==> src/rtl/hazard_ctrl.sv <==
`default_nettype none
// ============================================================================
// Module   : hazard_ctrl
// Desc     : Five-stage pipeline hazard/stall controller: load-use bubbles,
//            taken-branch flushes and memory-wait freeze with sticky timeout.
// Options  : HAZ_PERF_CNT_EN adds saturating stall/flush performance counters.
// Revision : 1.0 - initial release
// ============================================================================
module hazard_ctrl #(
    parameter int REG_ADDR_W = 5,
    parameter int MAX_WAIT   = 255
) (
    input  logic                              clk,
    input  logic                              rst,
    input  logic [REG_ADDR_W-1:0]             id_reg1_addr,
    input  logic [REG_ADDR_W-1:0]             id_reg2_addr,
    input  logic [REG_ADDR_W-1:0]             id_sw_addr,
    input  logic                              id_reg1_read,
    input  logic                              id_reg2_read,
    input  logic                              id_sw_read,
    input  logic [REG_ADDR_W-1:0]             exe_write_addr,
    input  logic                              exe_reg_write,
    input  logic                              exe_DM_read,
    input  logic                              exe_br_taken,
    input  logic                              mem_dm_req,
    input  logic                              mem_dm_ack,
    output logic                              pc_hold,
    output logic                              ifid_hold,
    output logic                              ifid_flush,
    output logic                              idexe_hold,
    output logic                              idexe_bubble,
    output logic                              exemem_hold,
    output logic                              memwb_bubble,
    output logic [$clog2(MAX_WAIT+1)-1:0]     wait_cnt,
    output logic                              err
`ifdef HAZ_PERF_CNT_EN
    ,
    output logic [31:0]                       perf_stall_cnt,
    output logic [31:0]                       perf_flush_cnt
`endif
);

    localparam int               CNT_W      = $clog2(MAX_WAIT + 1);
    localparam logic [CNT_W-1:0] c_CNT_LAST = CNT_W'(MAX_WAIT - 1);
    localparam logic [CNT_W-1:0] c_CNT_ONE  = CNT_W'(1);

    typedef enum logic [1:0] {
        ST_RUN   = 2'd0,
        ST_MWAIT = 2'd1,
        ST_ERR   = 2'd2
    } state_t;

    state_t           r_state;
    logic [CNT_W-1:0] r_wait_cnt;

    logic w_mw;
    logic w_lu;
    logic w_br;
    logic w_freeze;

    assign w_mw = mem_dm_req & ~mem_dm_ack;
    assign w_br = exe_br_taken;
    assign w_lu = exe_DM_read & exe_reg_write &
                  ((id_reg1_read & (id_reg1_addr == exe_write_addr)) |
                   (id_reg2_read & (id_reg2_addr == exe_write_addr)) |
                   (id_sw_read   & (id_sw_addr   == exe_write_addr)));

    assign w_freeze = (r_state == ST_ERR) | w_mw;

    // RUN always carries a zero count, so the last-count test also covers MAX_WAIT == 1
    always_ff @(posedge clk or posedge rst) begin
        if (rst) begin
            r_state    <= ST_RUN;
            r_wait_cnt <= '0;
        end else begin
            case (r_state)
                ST_RUN, ST_MWAIT: begin
                    if (w_mw) begin
                        if (r_wait_cnt == c_CNT_LAST) begin
                            r_state <= ST_ERR;
                        end else begin
                            r_state    <= ST_MWAIT;
                            r_wait_cnt <= r_wait_cnt + c_CNT_ONE;
                        end
                    end else begin
                        r_state    <= ST_RUN;
                        r_wait_cnt <= '0;
                    end
                end
                ST_ERR: begin
                    if (!w_mw) begin
                        r_wait_cnt <= '0;
                    end
                end
                default: begin
                    r_state    <= ST_RUN;
                    r_wait_cnt <= '0;
                end
            endcase
        end
    end

    assign wait_cnt = r_wait_cnt;
    assign err      = (r_state == ST_ERR);

    always_comb begin
        pc_hold      = 1'b0;
        ifid_hold    = 1'b0;
        ifid_flush   = 1'b0;
        idexe_hold   = 1'b0;
        idexe_bubble = 1'b0;
        exemem_hold  = 1'b0;
        memwb_bubble = 1'b0;
        if (!rst) begin
            if (w_freeze) begin
                pc_hold      = 1'b1;
                ifid_hold    = 1'b1;
                idexe_hold   = 1'b1;
                exemem_hold  = 1'b1;
                memwb_bubble = 1'b1;
            end else if (w_br) begin
                ifid_flush   = 1'b1;
                idexe_bubble = 1'b1;
            end else if (w_lu) begin
                pc_hold      = 1'b1;
                ifid_hold    = 1'b1;
                idexe_bubble = 1'b1;
            end
        end
    end

`ifdef HAZ_PERF_CNT_EN
    logic [31:0] r_perf_stall_cnt;
    logic [31:0] r_perf_flush_cnt;

    always_ff @(posedge clk or posedge rst) begin
        if (rst) begin
            r_perf_stall_cnt <= '0;
            r_perf_flush_cnt <= '0;
        end else begin
            if (pc_hold && (r_perf_stall_cnt != 32'hFFFF_FFFF)) begin
                r_perf_stall_cnt <= r_perf_stall_cnt + 32'd1;
            end
            if (ifid_flush && (r_perf_flush_cnt != 32'hFFFF_FFFF)) begin
                r_perf_flush_cnt <= r_perf_flush_cnt + 32'd1;
            end
        end
    end

    assign perf_stall_cnt = r_perf_stall_cnt;
    assign perf_flush_cnt = r_perf_flush_cnt;
`endif

endmodule
`default_nettype wire
==> config.mk <==
export PLATFORM = sky130hd
export DESIGN_NAME = hazard_ctrl
export DESIGN_NICKNAME = d
export VERILOG_FILES = /design/src/rtl/hazard_ctrl.sv
export SDC_FILE = /design/constraint.sdc
export NUM_CORES = 1
export LEC_CHECK = 0
export ABC_AREA = 1
export CORE_MARGIN = 10
export CORE_UTILIZATION = 37
export CTS_CLUSTER_DIAMETER = 30
export DETAILED_ROUTE_END_ITERATION = 10
export GPL_TIMING_DRIVEN = 0
export PLACE_DENSITY_LB_ADDON = 0.2
export RECOVER_POWER = 50
export SLEW_MARGIN = 20
export SYNTH_ARGS = -nofsm -noshare
export SYNTH_HDL_FRONTEND = slang
export SYNTH_SLANG_ARGS = --single-unit
==> constraint.sdc <==
create_clock -name clk -period 1.55 [get_ports clk]
set_clock_uncertainty 0.15 [all_clocks]
set_input_delay 0.2325 -clock clk [delete_from_list [all_inputs] [get_ports clk]]
set_output_delay 0.2325 -clock clk [all_outputs]
set_load 0.01 [all_outputs]
Yosys cells after proc, flatten, opt, wreduce, memory -nomap -nowiden
Index checks and enable logic that the tools add are counted.
{"block": "op_classes", "add_sub_neg": 1, "multipliers": 0, "div": 0, "order_cmp": 0, "eq_ne": 8, "shifts": 0, "muxes": 19, "bitwise": 10, "n_reduce_logical": 3}
{"cell": "two-way mux 8 bit", "n": 3}
{"cell": "case mux 8 bit (2 select lines)", "n": 1}
{"cell": "== test 5 bit", "n": 3}
{"cell": "two-way mux 1 bit", "n": 12}
{"cell": "adder 8 x 1 -> 8 bit (second input constant)", "n": 1}
{"cell": "== test 8 bit (second input constant)", "n": 1}
{"cell": "AND 1 bit", "n": 6}
{"cell": "two-way mux 2 bit", "n": 2}
{"cell": "case mux 2 bit (2 select lines)", "n": 1}
{"cell": "!= test 3 bit (second input constant)", "n": 1}
{"cell": "OR 1 bit", "n": 3}
{"cell": "== test 2 x 1 -> 1 bit (second input constant)", "n": 1}
{"cell": "== test 2 bit (second input constant)", "n": 1}
{"cell": "logical NOT 2 bit", "n": 1}
{"cell": "!= test 2 bit (second input constant)", "n": 1}
{"cell": "AND reduction 2 bit", "n": 1}
{"cell": "OR reduction 2 bit", "n": 1}
{"cell": "inverter 1 bit", "n": 1}
{"block": "totals", "regBits": 10, "latchBits": 0, "ram_bits": 0, "rom_bits": 0, "in_bits": 30, "output_inout_bits": 16, "elab_cells": 43, "n_memories": 0}

Longest topological paths before layout
Gate-level depths: netlist (run 1).
{"block": "logic_depth", "depth_word": 9, "ltp_mapped": 9, "mapped_depth_nobuf": 9}

Worst setup path before layout (run 1)
Ideal clock, no wire load.
{"block": "synth_timing", "path_kind": "register to output", "from": "reg r_state[1]", "to": "out pc_hold", "arrival_time_ps": 1143, "required_time_ps": 1167, "path_slack_ps": 24, "path_stages_with_launch": 8, "n_path_buf": 1, "path_cell_list": "dfrtp_1 -> inv_1 -> nor2_1 -> inv_1 -> nand2_1 -> nand2_1 -> nand2_1 -> buf_4"}
{"block": "synth_via", "elab_chain_cells": 4}
{"element": "start, declared", "line": "53", "source": "state_t r_state;"}
{"element": "start signal, assigned", "line": "73", "source": "r_state <= ST_RUN;"}
{"element": "start signal, assigned", "line": "80", "source": "r_state <= ST_ERR;"}
{"element": "start signal, assigned", "line": "82", "source": "r_state <= ST_MWAIT;"}
{"element": "== test 2 bit"}
{"element": "net err", "line": "35", "source": "output logic err"}
{"element": "OR 1 bit", "line": "68", "source": "assign w_freeze = (r_state == ST_ERR) | w_mw;"}
{"element": "two-way mux 1 bit", "line": "115", "source": "if (w_freeze) begin"}
{"element": "two-way mux 1 bit", "line": "114", "source": "if (!rst) begin"}
{"element": "end, declared", "line": "27", "source": "output logic pc_hold,"}
The timed path passes the listed nets, and every way through them passes these cells.

Worst setup path after layout (run 1)
{"block": "layout_timing", "from": "reg r_state[1]", "to": "out idexe_bubble"}
{"block": "layout_via", "elab_chain_cells": 4}
{"element": "== test 2 bit", "line": "68"}
{"element": "OR 1 bit", "line": "68"}
{"element": "two-way mux 1 bit", "line": "115"}
{"element": "two-way mux 1 bit", "line": "114"}
{"element": "end, declared", "line": "31", "source": "output logic idexe_bubble,"}
Every way passes these cells.

==> out/summary.txt, run 1 <==
Outcome = complete, but fails checks
Failing checks = setup timing
Per-cell routed wire length = 13.49 um
Largest family of logic cells by synthesized area = simple AND/OR/NAND/NOR gates
Sequential-to-total area share from yosys stat = 25.81%
Synthesized area per cell = 5.573 sq um
P_leak = 1.037 nW
CTS max path bufs = 2
Period utilization = 109.8%
Cell Area, Placed = 0.001458 sq mm
Max-cap violations = 0
Worst-margin pin slew = 0.5516 ns
Rows = 18
Simple-Gate Fraction of Synth Area = 47.74%
Synth cell types = 20
Total Routing Usage GR = 13.32%
Vias per cell = 4.828
CTS Buf Count = 3
DRC = 0
Vias in the first global route = 1252
CP startpoint kind = register
IO Port Bufs = 45
Worst skew pair latency = 0.27 ns
Post-DP HPWL = 2606 um
Initial antenna violation count = 0
First-pass DRT Iterations = 4
Clk sinks = 10
Number of non-filler instances in the completed layout = 274
Initial core utilization = 38.79%
Unrepaired setup endpoints after global routing = yes
Antenna Diode Count = 0
Crit Path Class = register to primary output
DP Cell Count = 249
Compound-Gate Fraction of Synth Area = 5.419%
Max Fclk = 0.5876 GHz
Multiplexer area fraction after synthesis = 0%
Syn nets = 206
Seq cells post-synth = 10
Max stage delay on crit path = 0.40 ns
CTS tree = done
Synth Instances = 174
Fin crit period = 1.702 ns
P&R area growth vs syn = 82.71%
Critical-path maximum fanout = 2
Post-route cell area = 0.001772 sq mm
CP cell instances = inv_2, nor2_4, inv_2, nand2_4, nor2_4, nand3_2, nand2_1, buf_2
Synth Area in XOR/XNOR = 1.806%
Final Hold Violating Endpoints = 0
Endpoint class of the critical path = primary output
Initial DRC Count = 82
Syn. warnings = 0
Adder-Cell Fraction of Synth Area = 2.581%
Maximum vdd ir drop = 0.0003116 V
Most frequent cells in the layout = 64 x nand2_1, 24 x inv_1, 23 x dlygate4sd2_1
First-pass GRT wire length = 5699 um
ANT nets after route = 0
Total routed wirelength = 3696 um
RR Startpoint = wait_cnt[3]
Root buf cell = clkbuf_4
Hold slack final = 0.2248 ns
Worst Hold Class = input pin to async pin
Gr ovfl total = 0
Placeable Area = 0.002500 sq mm
Pre-CTS WS = -0.9116 ns
Clock-pin slew on the worst setup and hold paths = 0.06 ns
Commonest non-fill, non-tap cell in the layout = nand2_1
H-tree Lvls = 1
Critical-path top delay cell = dfrtp_1
Max-Slew Margin vs Limit = 63.23%
Setup WS post-layout = -0.1520 ns
Fin nets = 278
Die W = 71.20 um
I/O pin count = 46
Synth Cell Area = 969.7 sq um
Placer Congestion = 0.7938
Reg2Reg Depth = 7
Pwr/cell area = 362.3 mW/mm^2
Share of cells above drive strength 1 = 33.20%
Die Footprint = 0.005069 sq mm
R2R Setup Slk = 0.07 ns
Critical Path RT = 1.17 ns
Worst Path Arrival = 1.32 ns
Final setup vio count = 7
Largest net degree at the start of global routing = 11
R2r endpoint = wait_cnt[3]
Vias = 1323
Die height = 71.20 um
Final Max Slew Viols = 0
## cell families (layout without fill, tap and decap cells)
| kind of cell | Yosys count | after routing |
|---|---|---|
| simple gates | 110 | 111 |
| buf+inv | 40 | 109 |
| compound gates | 10 | 10 |
| flops | 10 | 10 |
| fa+ha+maj | 2 | 2 |
| xor+xnor | 2 | 2 |
## per-stage QoR
stage,utilization [%],TNS (ns),power [W]
after CTS,64.61,-0.5044,0.0006305
after global placement,58.31,-6.496,0.0004486
after global routing,70.87,-1.239,0.0006813
after floorplan,-,0,0.0003435
final,70.87,-0.7464,0.0006420
after detailed placement,58.31,-7.145,0.0004535
## worst max-delay path: cells and delay by family (launching register included)
family | cells | cell delay [ns]
buffers and inverters | 3 | 0.30
and+or+nand+nor | 5 | 0.34
DFF | 1 | 0.40
## cell type report
| type | count | area (sq um) |
|---|---|---|
| Buffer | 3 | 30.03 |
| Tap cell | 30 | 37.54 |
| Timing Repair Buffer | 66 | 585.6 |
| Sequential cell | 10 | 252.7 |
| Fill cell | 215 | 728.2 |
| Inverter | 37 | 147.6 |
| Clock buffer | 3 | 22.52 |
| Multi-Input combinational cell | 125 | 695.7 |
## sequential cells by signal, indices dropped and copies added, names as in the netlist
name / cells
wait_cnt: 8
r_state: 2
## report_power, final
part	switching, W	leakage [nW]	internal, W	total (W)
clock	0.0000913	0.0138	0.0000900	0.000181
combinational	0.000101	0.892	0.0000990	0.000200
sequential	0	0.131	0.000261	0.000261
total	0.000192	1.04	0.000450	0.000642
## metal layers
layer | vias up | track usage, % | part of all wire [%]
met5 | - | 0 | 0
met4 | 0 | 2.151 | 1.7
met3 | 10 | 4.603 | 8.3
met2 | 57 | 24.51 | 54
met1 | 586 | 14.39 | 36
li1 | 670 | - | -
## cells in the mapped netlist (all sizes together)
cell | count | area (sq um)
a21oi | 2 | 10.01
buf | 3 | 22.52
dfrtp | 10 | 250.2
ha | 2 | 25.02
inv | 37 | 138.9
nand2 | 71 | 276.5
nand3 | 12 | 65.06
nand4 | 3 | 18.77
nor2 | 20 | 75.07
nor3 | 3 | 20.02
nor3b | 1 | 7.510
o21ai | 7 | 35.03
o21bai | 1 | 7.510
xor2 | 2 | 17.52
## how the worst max path moves through the flow
| stage | from | to | slack [ns] | cells after the start |
|---|---|---|---|---|
| 2_1_floorplan | r_state[1] | pc_hold | 0.02 | 7 |
| 3_3_place_gp | exe_write_addr[3] | pc_hold | -0.87 | 11 |
| 3_5_place_dp | exe_write_addr[0] | pc_hold | -0.91 | 11 |
| 4_1_cts | r_state[1] | idexe_bubble | -0.11 | 8 |
| 5_1_grt | r_state[1] | idexe_bubble | -0.21 | 8 |
| 6_report | r_state[1] | idexe_bubble | -0.15 | 8 |
## timing repair
item,in CTS,in global routing
pin swaps,24,16
resized for setup,103,35
hold buffers,0,0
hold endpoints to repair,0,0
cloned,1,0
setup buffers,15,6
setup endpoints to repair,24,17
(Power assumes the default switching activity.)
==> inputs of run 2 (changes only) <==
--- a/config.mk
+++ b/config.mk
@@ -13,6 +13,7 @@
 export GPL_TIMING_DRIVEN = 0
 export PLACE_DENSITY_LB_ADDON = 0.2
 export RECOVER_POWER = 50
+export SKIP_LAST_GASP = 1
 export SLEW_MARGIN = 20
 export SYNTH_ARGS = -nofsm -noshare
 export SYNTH_HDL_FRONTEND = slang
==> run 2 against run 1 <==
Effect of this change: the flow still finishes with violations (setup timing); global-route usage unchanged; sequential power hardly changed; first-iteration DRC count down 6.1%; setup slack got worse by 0.015 ns; clock-buffer cell count unchanged; clock power grew 4%.
==> out/summary.txt, run 2 (synthesis results as in run 1) <==
P_leak = 1.034 nW
First-pass GRT wire length = 5699 um
ANT nets after route = 0
Unrepaired setup endpoints after global routing = yes
IO Port Bufs = 45
Fin nets = 278
Per-cell routed wire length = 13.72 um
Max-Slew Margin vs Limit = 62.89%
Filler Cells Inserted = 216
Final Max Slew Viols = 0
Critical Path RT = 1.17 ns
Final Hold Violating Endpoints = 0
Tot Pwr = 0.0006488 W
P&R area growth vs syn = 81.42%
Reg2Reg Depth = 9
Vias = 1332
Largest register FFs = 8
Max Fclk = 0.5823 GHz
Final setup vio count = 7
Initial antenna violation count = 0
Maximum vdd ir drop = 0.0003144 V
Largest net degree at the start of global routing = 11
Vias in the first global route = 1252
Worst-margin pin slew = 0.5566 ns
Root buf cell = clkbuf_4
Die Footprint = 0.005069 sq mm
CP startpoint kind = register
Total routed wirelength = 3760 um
Vias per cell = 4.861
Final TNS setup = -0.8261 ns
Most frequent cells in the layout = 64 x nand2_1, 25 x inv_1, 23 x dlygate4sd2_1
Clk sinks = 10
Critical-path maximum fanout = 2
Worst Path Arrival = 1.33 ns
Placer Congestion = 0.7938
Clock-pin slew on the worst setup and hold paths = 0.07 ns
Placeable Area = 0.002500 sq mm
I/O pin count = 46
Die height = 71.20 um
RR Startpoint = wait_cnt[5]
Antenna Diode Count = 0
Die W = 71.20 um
R2R Setup Slk = 0.05 ns
Final core utilization = 70.37%
End point of the critical path = pc_hold
Commonest non-fill, non-tap cell in the layout = nand2_1
Crit Path Class = register to primary output
Share of cells above drive strength 1 = 32.79%
Worst skew pair latency = 0.28 ns
R2r endpoint = wait_cnt[7]
CTS max path bufs = 2
Period utilization = 110.8%
CTS Buf Count = 3
Max-cap violations = 0
Post-DP HPWL = 2606 um
Endpoint class of the critical path = primary output
Gr ovfl total = 0
Initial core utilization = 38.79%
First-pass DRT Iterations = 4
Worst Hold Class = input pin to async pin
CP startpoint = r_state[1]
Pwr/cell area = 368.8 mW/mm^2
Setup WS post-layout = -0.1673 ns
CTS tree = done
Fin crit period = 1.717 ns
Total Routing Usage GR = 13.32%
Rows = 18
Outcome = complete, but fails checks
H-tree Lvls = 1
Initial DRC Count = 77
Failing checks = setup timing
DRC = 0
==> run 2: changes by cell type in the layout (fill, tap and decap cells not counted) <==
cell    previous run  this run
buf_12             1         0
buf_4             17        18
inv_1             24        25
inv_2             10         9
==> run 2: per-layer routing <==
| layer | GRT usage [%] | vias to the layer above | wire (um) |
|---|---|---|---|
| li1 | - | 666 | - |
| met1 | 14.39 | 606 | 1392 |
| met2 | 24.51 | 50 | 1999 |
| met3 | 4.603 | 10 | 293 |
| met4 | 2.151 | 0 | 74 |
| met5 | 0 | - | 0 |
==> run 2: critical path, stage by stage (launching register included) <==
cell and delay, ns:
dfrtp_1 0.40, inv_2 0.10, nor2_4 0.04, inv_2 0.08, nand2_4 0.07, nand2_4 0.07, nand2_2 0.08, buf_6 0.12
buf_6 0.11
==> run 2: worst min path at each step <==
stage / startpoint / endpoint / slack [ns] / depth (start not counted)
after floorplan: rst / r_state[0] / -0.07 / 1
after global placement: r_state[0] / r_state[1] / 0.39 / 3
after detailed placement: r_state[0] / r_state[1] / 0.38 / 3
after CTS: rst / wait_cnt[4] / 0.01 / 3
after global routing: rst / wait_cnt[4] / 0.29 / 3
final: rst / wait_cnt[4] / 0.22 / 3
==> run 2: report_power, final <==
| part | total [W] | internal (W) | switching (W) |
|---|---|---|---|
| registers | 0.000261 | 0.000261 | 0 |
| logic | 0.000200 | 0.0000990 | 0.000101 |
| clock network | 0.000188 | 0.0000901 | 0.0000978 |
| total | 0.000649 | 0.000450 | 0.000199 |
==> run 2: through the flow <==
step                      instance area [sq um]  worst slack [ns]  instances  hold WS (ns)
after floorplan                           969.7           0.02444        174      -0.06913
after global placement                     1458           -0.8741        249        0.3853
after detailed placement                   1458           -0.9116        249        0.3833
after CTS                                  1615           -0.1128        268       0.01357
after global routing                       1759           -0.2268        274        0.2929
final                                      1759           -0.1673        274        0.2218
==> run 2: area by class of cell <==
| type | instances | area, sq um | share of cell area, % |
|---|---|---|---|
| multi-input cells | 125 | 695.7 | 39.54 |
| flip-flops and latches | 10 | 252.7 | 14.37 |
| repair buffers | 66 | 573.1 | 32.57 |
| well taps | 30 | 37.54 | 2.134 |
| inverters | 37 | 147.6 | 8.393 |
| clock buffers | 3 | 22.52 | 1.280 |
| plain buffers | 3 | 30.03 | 1.707 |
==> run 2: what timing repair did <==
item,4_1_cts,5_1_grt
hold buffers,0,0
resized for setup,103,34
pin swaps,23,16
setup endpoints to repair,24,17
buffers inserted,15,6
gates cloned,1,0
==> inputs of run 3 (changes only) <==
--- a/config.mk
+++ b/config.mk
@@ -5,10 +5,10 @@
 export SDC_FILE = /design/constraint.sdc
 export NUM_CORES = 1
 export LEC_CHECK = 0
-export ABC_AREA = 1
 export CORE_MARGIN = 10
-export CORE_UTILIZATION = 37
+export CORE_UTILIZATION = 34
 export CTS_CLUSTER_DIAMETER = 30
+export CTS_CLUSTER_SIZE = 28
 export DETAILED_ROUTE_END_ITERATION = 10
 export GPL_TIMING_DRIVEN = 0
 export PLACE_DENSITY_LB_ADDON = 0.2
==> run 3 against run 2 <==
Effect of this change: the flow still finishes with violations (setup timing); sequential share of layout area increased by 2.3 points; flip-flop and latch count unchanged; combinational power increased by 2%; largest power group unchanged; critical path depth fell by 1.
==> out/summary.txt, run 3 <==
P&R area growth vs syn = 84.65%
Initial DRC Count = 67
Synthesized area per cell = 8.758 sq um
Die height = 69.21 um
Synth Instances = 94
Clock-pin slew on the worst setup and hold paths = 0.07 ns
Rows = 17
Vias in the first global route = 993
CTS Buf Count = 3
Setup WS post-layout = -0.2844 ns
DRC = 0
I/O pin count = 46
Initial antenna violation count = 0
Cell Area, Placed = 0.001316 sq mm
Hold slack final = 0.1827 ns
CTS max path bufs = 2
Placeable Area = 0.002255 sq mm
Post-DP HPWL = 2200 um
Critical Path RT = 1.17 ns
Period utilization = 118.3%
Unrepaired setup endpoints after global routing = yes
Pre-CTS WS = -1.158 ns
Sequential-to-total area share from yosys stat = 30.40%
Max stage delay on crit path = 0.46 ns
Worst Hold Class = input pin to async pin
Fin nets = 186
Die W = 69.21 um
Most used flip-flop cell after synthesis = dfrtp_1
Top cell type's share of synthesized area = 30.40%
Critical-path top delay cell = clkdlybuf4s50_1
Largest register FFs = 8
Share of cells above drive strength 1 = 38.82%
Syn. warnings = 0
Synth area leaders = dfrtp_1 30%, xor2_1 13%, o21ai_0 4.9%
P_leak = 0.6651 nW
CTS tree = done
Maximum vdd ir drop = 0.0003518 V
Max-cap violations = 0
Hold-fix buffers, CTS = 0
Post-route cell area = 0.001520 sq mm
Vias per cell = 5.228
Pwr/cell area = 429.3 mW/mm^2
Max Fclk = 0.5451 GHz
Commonest cells in the netlist = 12 x xor2_1, 10 x dfrtp_1, 8 x o21ai_0, 6 x nand2_1
Filler Cells Inserted = 215
Synth cell types = 36
CP startpoint kind = input pin
Max-Slew Margin vs Limit = 62.89%
Initial core utilization = 36.52%
Die Footprint = 0.004790 sq mm
First-pass GRT wire length = 4740 um
CP cell instances = clkdlybuf4s50_1, nor2_1, and2_1, nand4_1, o211ai_1, buf_4, buf_6
Placer Congestion = 0.7926
Vias = 941
Worst Path Arrival = 1.45 ns
Largest net degree at the start of global routing = 11
Final setup vio count = 12
Fin crit period = 1.834 ns
Commonest non-fill, non-tap cell in the layout = dlygate4sd2_1
Critical-path maximum fanout = 4
Async S/R FF share, synth = 100.0%
Syn nets = 126
Per-cell routed wire length = 15.79 um
H-tree Lvls = 1
First-pass DRT Iterations = 4
Synth Cell Area = 823.3 sq um
Endpoint class of the critical path = primary output
Seq cells post-synth = 10
Antenna Diode Count = 0
Total routed wirelength = 2843 um
Total Routing Usage GR = 11.45%
Cell type with the largest total area after synthesis = dfrtp_1
Crit Path Class = input pin to primary output
Most common cell in the netlist = xor2_1
IO Port Bufs = 45
Final TNS setup = -1.434 ns
Most frequent cells in the layout = 14 x dlygate4sd2_1, 11 x xor2_1, 11 x buf_6
Worst-margin pin slew = 0.5567 ns
Outcome = complete, but fails checks
Failing checks = setup timing
Worst skew pair latency = 0.27 ns
Gr ovfl total = 0
Post-synth EDFFs = 0
Root buf cell = clkbuf_4
Clk sinks = 10
Final Hold Violating Endpoints = 0
Final Max Slew Viols = 0
ANT nets after route = 0
==> run 3: changes by cell type after synthesis, moves of 3 or more <==
cell     change
inv_1       -31
xnor2_1      +3
nand3_1      -8
xor2_1      +10
o21ai_0      +3
and2_1       +4
nor2_1      -18
nor4_1       +3
nand2_1     -63
==> run 3: routing by layer <==
layer / up-vias / share of wire [%] / global-route usage [%]
met2: 38 / 53 / 20.56
met3: 0 / 7.6 / 4.422
li1: 463 / - / -
met1: 440 / 39 / 12.87
met5: - / 0 / 0
met4: 0 / 0 / 0.6652
==> run 3: critical path: cells and delay by family <==
kind	cells	cell delay [ns]
buf+inv	3	0.70
compound gates	1	0.14
simple gates	3	0.38
==> run 3: what timing repair did <==
action	CTS	global route
setup endpoints to repair	23	18
pin swaps	27	10
buffers inserted	11	0
gates resized for setup	114	30
endpoints found under the hold margin	0	0
==> run 3: final timing paths <==
| path | startpoint | endpoint | slack (ns) | cells past startpoint |
|---|---|---|---|---|
| min reg2reg | wait_cnt[2] | wait_cnt[2] | 0.39 | 1 |
| max reg2reg | r_state[1] | wait_cnt[1] | -0.12 | 6 |
| max in group asynchronous | rst | wait_cnt[2] | 0.67 | 3 |
| min | rst | wait_cnt[5] | 0.18 | 3 |
| min in group clk | mem_dm_req | wait_cnt[7] | 0.35 | 3 |
| max | exe_br_taken | pc_hold | -0.28 | 7 |
==> run 3: cells by family (layout without fill, tap and decap cells) <==
logic type,after synthesis,in the layout,share of synthesized area [%]
AO/OA/AOI/OAI,23,23,17.63
AND/OR/NAND/NOR,36,36,27.21
adder cells (fa/ha/maj),2,2,3.039
buffers and inverters,7,65,4.559
flip-flops,10,10,30.40
XOR/XNOR,15,15,15.96
multiplexers,1,1,1.216
==> run 3: final cells by class <==
type                            count  area, sq um  share of cell area [%]
Sequential cell                    10        252.7                   16.63
Inverter                            4        18.77                   1.235
Buffer                              2        18.77                   1.235
Clock buffer                        3        22.52                   1.481
Multi-Input combinational cell     77        683.2                   44.94
Timing Repair Buffer               56        489.2                   32.18
Tap cell                           28        35.03                   2.305
==> run 3: power by group <==
part,internal [W],switching [W]
clock network,0.0000897,0.0000889
logic,0.000116,0.0000893
registers,0.000265,0.00000416
==> run 3: through the flow <==
stage          utilization [%]  cells  power (W)
2_1_floorplan                -     94  0.0003452
3_3_place_gp             58.38    167  0.0004626
3_5_place_dp             58.38    167  0.0004657
4_1_cts                  62.76    180  0.0006448
5_1_grt                  67.43    180  0.0006917
6_report                 67.43    180  0.0006526
